File: src/rtl/chess_pkg.sv
// ---------------------------------------------------------------------------
// chess_pkg: shared FSM encoding, empty-square code and mailbox layout.  rev 1.0
// ---------------------------------------------------------------------------
`default_nettype none

package chess_pkg;

  typedef enum logic [2:0] {
    ST_IDLE    = 3'd0,
    ST_RD      = 3'd1,
    ST_WR_TO   = 3'd2,
    ST_WR_FROM = 3'd3,
    ST_WR_MAIL = 3'd4,
    ST_DONE    = 3'd5
  } bw_state_t;

  localparam logic [31:0] EMPTY_CODE_DEFAULT = 32'd0;
  localparam int          SQ_W               = 6;
  localparam int          MB_VALID_BIT       = 31;
  localparam int          MB_FROM_LSB        = 6;
  localparam int          MB_TO_LSB          = 0;

  function automatic logic [31:0] mailbox_word(input logic [SQ_W-1:0] from_sq,
                                               input logic [SQ_W-1:0] to_sq);
    logic [31:0] w;
    w                           = '0;
    w[MB_VALID_BIT]             = 1'b1;
    w[MB_FROM_LSB +: SQ_W]      = from_sq;
    w[MB_TO_LSB +: SQ_W]        = to_sq;
    return w;
  endfunction

endpackage

`default_nettype wire

File: src/rtl/rd_delay.sv
// ---------------------------------------------------------------------------
// rd_delay: 3-bit loadable down-counter with zero flag for read-latency wait.  rev 1.0
// ---------------------------------------------------------------------------
`default_nettype none

module rd_delay (
  input  logic       clk,
  input  logic       rst_n,
  input  logic       load,
  input  logic [2:0] load_val,
  input  logic       en,
  output logic       zero
);

  logic [2:0] cnt_q;
  logic [2:0] cnt_d;

  always_comb begin
    cnt_d = cnt_q;
    if (load) begin
      cnt_d = load_val;
    end else if (en && (cnt_q != 3'd0)) begin
      cnt_d = cnt_q - 3'd1;
    end
  end

  always_ff @(posedge clk or negedge rst_n) begin
    if (!rst_n) begin
      cnt_q <= 3'd0;
    end else begin
      cnt_q <= cnt_d;
    end
  end

  assign zero = (cnt_q == 3'd0);

endmodule

`default_nettype wire

File: src/rtl/board_writer.sv
// ---------------------------------------------------------------------------
// board_writer: moves a piece in dmem via port B; mailbox write under
// BOARD_WRITER_MAILBOX_EN.  rev 1.0
// ---------------------------------------------------------------------------
`default_nettype none

module board_writer
  import chess_pkg::*;
#(
  parameter logic [11:0] BOARD_BASE   = 12'd64,
  parameter logic [11:0] MAILBOX_ADDR = 12'd36,
  parameter int          RD_LATENCY   = 2,
  parameter logic [31:0] EMPTY_CODE   = EMPTY_CODE_DEFAULT
) (
  input  logic        iCLK,
  input  logic        iRST_n,
  input  logic        mv_valid,
  output logic        mv_ready,
  input  logic [5:0]  mv_from,
  input  logic [5:0]  mv_to,
  output logic        done,
  output logic        err,
  output logic        busy,
  input  logic [11:0] vga_addr,
  output logic [11:0] mem_addr,
  output logic [31:0] mem_wdata,
  output logic        mem_we,
  input  logic [31:0] mem_rdata
);

  localparam logic [2:0] RD_LOAD = 3'(RD_LATENCY - 1);

  bw_state_t   state_q, state_d;
  logic [5:0]  from_q, from_d;
  logic [5:0]  to_q, to_d;
  logic [31:0] piece_q, piece_d;
  logic        err_q, err_d;
  logic        cnt_load;
  logic        cnt_en;
  logic        cnt_zero;

  rd_delay u_rd_delay (
    .clk      (iCLK),
    .rst_n    (iRST_n),
    .load     (cnt_load),
    .load_val (RD_LOAD),
    .en       (cnt_en),
    .zero     (cnt_zero)
  );

  always_comb begin
    state_d   = state_q;
    from_d    = from_q;
    to_d      = to_q;
    piece_d   = piece_q;
    err_d     = err_q;
    cnt_load  = 1'b0;
    cnt_en    = 1'b0;
    mv_ready  = 1'b0;
    busy      = 1'b1;
    done      = 1'b0;
    err       = 1'b0;
    mem_we    = 1'b0;
    mem_addr  = vga_addr;
    mem_wdata = EMPTY_CODE;

    case (state_q)
      ST_IDLE: begin
        mv_ready = 1'b1;
        busy     = 1'b0;
        if (mv_valid) begin
          from_d   = mv_from;
          to_d     = mv_to;
          err_d    = 1'b0;
          cnt_load = 1'b1;
          if (mv_from == mv_to) begin
            err_d   = 1'b1;
            state_d = ST_DONE;
          end else begin
            state_d = ST_RD;
          end
        end
      end

      ST_RD: begin
        mem_addr = BOARD_BASE + {6'd0, from_q};
        cnt_en   = 1'b1;
        // Counter reaching zero marks the edge where mem_rdata is valid.
        if (cnt_zero) begin
          piece_d = mem_rdata;
          if (mem_rdata == EMPTY_CODE) begin
            err_d   = 1'b1;
            state_d = ST_DONE;
          end else begin
            state_d = ST_WR_TO;
          end
        end
      end

      ST_WR_TO: begin
        mem_addr  = BOARD_BASE + {6'd0, to_q};
        mem_wdata = piece_q;
        mem_we    = 1'b1;
        state_d   = ST_WR_FROM;
      end

      ST_WR_FROM: begin
        mem_addr  = BOARD_BASE + {6'd0, from_q};
        mem_wdata = EMPTY_CODE;
        mem_we    = 1'b1;
`ifdef BOARD_WRITER_MAILBOX_EN
        state_d   = ST_WR_MAIL;
`else
        state_d   = ST_DONE;
`endif
      end

      // Unreachable unless the mailbox transition above is compiled in.
      ST_WR_MAIL: begin
        mem_addr  = MAILBOX_ADDR;
        mem_wdata = mailbox_word(from_q, to_q);
        mem_we    = 1'b1;
        state_d   = ST_DONE;
      end

      ST_DONE: begin
        done    = 1'b1;
        err     = err_q;
        state_d = ST_IDLE;
      end

      default: begin
        state_d = ST_IDLE;
      end
    endcase
  end

  always_ff @(posedge iCLK or negedge iRST_n) begin
    if (!iRST_n) begin
      state_q <= ST_IDLE;
      from_q  <= 6'd0;
      to_q    <= 6'd0;
      piece_q <= 32'd0;
      err_q   <= 1'b0;
    end else begin
      state_q <= state_d;
      from_q  <= from_d;
      to_q    <= to_d;
      piece_q <= piece_d;
      err_q   <= err_d;
    end
  end

endmodule

`default_nettype wire

File: config.mk
export PLATFORM = sky130hd
export DESIGN_NAME = board_writer
export DESIGN_NICKNAME = d
export VERILOG_FILES = /design/src/rtl/chess_pkg.sv /design/src/rtl/rd_delay.sv /design/src/rtl/board_writer.sv
export SDC_FILE = /design/constraint.sdc
export NUM_CORES = 1
export LEC_CHECK = 0
export ABC_AREA = 1
export BUFFER_PORTS_ARGS = -buffer_cell sky130_fd_sc_hd__buf_2
export CAP_MARGIN = 20
export CORE_UTILIZATION = 44
export DETAILED_ROUTE_END_ITERATION = 10
export GPL_TIMING_DRIVEN = 0
export PLACE_DENSITY = 0.81
export RECOVER_POWER = 100
export SLEW_MARGIN = 20
export SYNTH_ARGS = -nofsm -noshare
export SYNTH_HDL_FRONTEND = slang
export SYNTH_SLANG_ARGS = --single-unit
File: constraint.sdc
create_clock -name iCLK -period 1.4 [get_ports iCLK]
set_input_delay 0.28 -clock iCLK [delete_from_list [all_inputs] [get_ports iCLK]]
set_output_delay 0.28 -clock iCLK [all_outputs]
set_load 0.005 [all_outputs]
==> out/qor.yml <==
run_status:
  status: "finished, violations left"
  violations: "negative setup slack"
critical_path:
  startpoint_type: "register"
  r2r_start: "state_q[1]"
  crit_fanout: 10
  path_class: "reg -> out"
  end_kind: "primary output"
  cp.required_ns: 1.12
  crit_arrival_ns: 1.68
  startpoint: "state_q[0]"
hold_path:
  hold_class: "in -> reg"
  hp-start: "mem_rdata[3]"
synth:
  postSynth.asyncResetShare: 1.00
  synth_mux_area_frac: 0.0788
  synth_edf_count: 0
  avgSynthCellArea_sq_um: 8.17
  synth_compound_area_frac: 0.121
  synthAdderAreaFrac: 0.00922
  synth_top_area_cell: "dfrtp_1"
  ys_ff_latch: 51
  synth_top_family_by_area: "simple AND/OR/NAND/NOR gates"
  synthesis.area_sq_um: 2710
  ys.warnings.count: 0
  synth_ff_type: "dfrtp_1"
  synthCells: 332
  ys_types: 30
  yosysSeqAreaShare: 0.470
  synth_top_area_frac: 0.470
  synth.area.top_cells: "dfrtp_1 (47%), nor2_1 (9.8%), nand2_1 (8.6%)"
  yosys.area_share.xor_xnor: 0.00645
  synthSimpleGateAreaFrac: 0.222
  synth_nets: 393
sta:
  rsz0062_at_grt: "yes"
  period_share: 1.40
  fin_skew_ns: 0.00902
  hold-worst-slack_ns: 0.214
  setup_viol: 100
  worst_pin_slew_ns: 1.28
  timing.fmax_ghz: 0.509
  postLayoutSetupSlackWorst_ns: -0.564
  hold_viol: 0
  max_slew_margin: 0.148
  post-route-min-period_ns: 1.96
  drv_slew: 0
clock_network:
  clock_path_buffers: 2
  clock_latency_ns: 0.31
  cts_tree: "built"
  cts_sinks: 51
  htreeDepth: 2
  clock-root-buffer: "clkbuf_8"
  path_clk_slew_ns: 0.09
  numCtsBuffers: 5
routing:
  ant_nets: 0
  drcViolationCount: 0
  drt-wirelength-per-cell_um: 17.4
  totalWireLength_um: 9630
  vias: 3012
  drt_first_pass_iters: 5
  drt_iter0_drc: 238
  avgViaCountPerCell: 5.45
final_layout:
  syn2layout_area_growth_pct: 56.8
  drive_gt1_frac: 0.529
  final_nets: 538
  utilization: 0.719
  antennaDiodeCount: 0
power:
  peakVddDrop_mv: 1.78
  p_leak_uw: 0.00234
  pwr_density_cell_nw_per_um2: 2370
floorplan:
  fp.coreArea_sq_um: 5920
  die_x_um: 80.5
  initial_core_util: 0.458
  die_area_sq_um: 6490
  rows: 28
  die_h_um: 80.5
  ioPinCount: 108
global_routing:
  grt_pass1_vias: 2670
  grt-ovfl-total: 0
  antenna_found_initial: 0
  grt_max_degree: 52
  track_usage: 0.245
  grt_pass1_wl_um: 12100
placed_design:
  port_buffers: 107
  gp_congestion: 0.852
  dpl.hpwl_um: 5420
run:
  max_cap_violations: 0
-- cell usage in the layout (no fill, tap or decap), types with 2 or more instances in the layout --
cell type | netlist | routed
inv_6 | 0 | 2
xor2_1 | 2 | 2
inv_4 | 0 | 3
a22oi_2 | 0 | 4
dfrtp_2 | 0 | 2
a21oi_1 | 22 | 6
buf_12 | 0 | 3
buf_4 | 1 | 18
o22ai_1 | 2 | 2
o21ai_0 | 11 | 2
nor2_2 | 1 | 12
nand3_4 | 0 | 2
a22oi_1 | 6 | 2
a32o_1 | 3 | 2
buf_6 | 2 | 12
nand3_1 | 6 | 3
nand2_1 | 62 | 49
inv_1 | 43 | 38
a21oi_2 | 0 | 16
nor2_4 | 1 | 10
o21ai_1 | 1 | 9
nand2_8 | 0 | 2
clkbuf_8 | 0 | 6
buf_8 | 0 | 4
nand2_4 | 1 | 6
a22o_1 | 8 | 8
mux2_2 | 6 | 6
inv_2 | 6 | 5
nand2_2 | 1 | 7
buf_2 | 6 | 105
dfrtp_1 | 51 | 49
nor2_1 | 71 | 51
nand3_2 | 2 | 3
clkbuf_4 | 0 | 2
clkbuf_16 | 0 | 3
mux2_4 | 9 | 10
-- where the power goes --
part	internal (uW)	leakage [uW]	switching (uW)
sequential	2220	0.000593	537
combinational	3020	0.00168	3240
clock	579	0.0000612	500
-- metrics by stage --
stage	cell area (sq um)	TNS (ns)	power, uW	cells	setup WS [ns]
2_1_floorplan	2740	-0.113	5100	332	-0.0188
3_3_place_gp	3370	-12.46	6330	514	-0.354
3_5_place_dp	3370	-13.85	6500	514	-0.337
4_1_cts	3790	-21.51	8420	539	-0.431
5_1_grt	4260	-34.39	10600	553	-0.596
6_report	4260	-28.68	10100	553	-0.564
-- synthesized netlist by cell type, drive strengths merged (3+ instances only) --
library cell	number
nor2	73
nand2	64
dfrtp	51
inv	49
a21oi	22
mux2	16
o21ai	12
buf	9
a22o	8
nand3	8
a22oi	6
a32o	3
-- state kept, by name, indices dropped and copies added, names as in the netlist --
signal,flops
err_q,1
from_q,6
piece_q,32
state_q,3
to_q,6
u_rd_delay.cnt_q,3
-- final cells by class --
| class | instances | area [sq um] |
|---|---|---|
| Sequential cell | 51 | 1280 |
| Timing Repair Buffer | 138 | 898 |
| Multi-Input combinational cell | 221 | 1520 |
| Inverter | 49 | 209 |
| Tap cell | 75 | 93.8 |
| Clock buffer | 6 | 82.6 |
| Clock inverter | 2 | 35.0 |
| Fill cell | 407 | 1660 |
| Buffer | 11 | 140 |
-- routing by layer --
layer	up-vias	wire, um	part of all wire	track usage
li1	1341	-	-	-
met1	1418	3470	0.36	0.296
met2	208	4880	0.51	0.428
met3	45	852	0.088	0.0352
met4	0	426	0.044	0.111
met5	-	0	0	0
-- kinds of logic (layout without fill, tap and decap cells) --
kind of cell / count (synthesis) / in the layout
muxes: 16 / 16
buffers and inverters: 60 / 206
AOI/OAI and AO/OA: 53 / 53
and+or+nand+nor: 148 / 148
xor gates and xnor gates: 2 / 2
adders and majority gates: 2 / 2
DFF: 51 / 51
-- final timing paths --
kind / endpoint / slack [ns] / cells after the start
max in group asynchronous: state_q[2] / 0.31 / 1
hold reg to reg: piece_q[19] / 0.52 / 2
setup reg to reg: err_q / -0.28 / 11
hold / removal: piece_q[3] / 0.21 / 2
setup / recovery: mem_wdata[28] / -0.56 / 6
min in group asynchronous: piece_q[27] / 0.24 / 1
-- repair_timing --
| action | in CTS | in global routing |
|---|---|---|
| hold buffers | 0 | 0 |
| setup buffers | 14 | 11 |
| pin swaps | 8 | 20 |
| gates cloned | 3 | 3 |
| setup endpoints to repair | 88 | 100 |
| gates resized for setup | 52 | 87 |
-- worst max-delay path, cell delays in order (launching register included) --
cell and delay [ns]:
dfrtp_2 0.46, inv_4 0.10, buf_4 0.12, nand2_4 0.10, clkbuf_4 0.22, nor2_1 0.21, buf_2 0.16
Note: power is estimated with default switching activity, not from simulation.
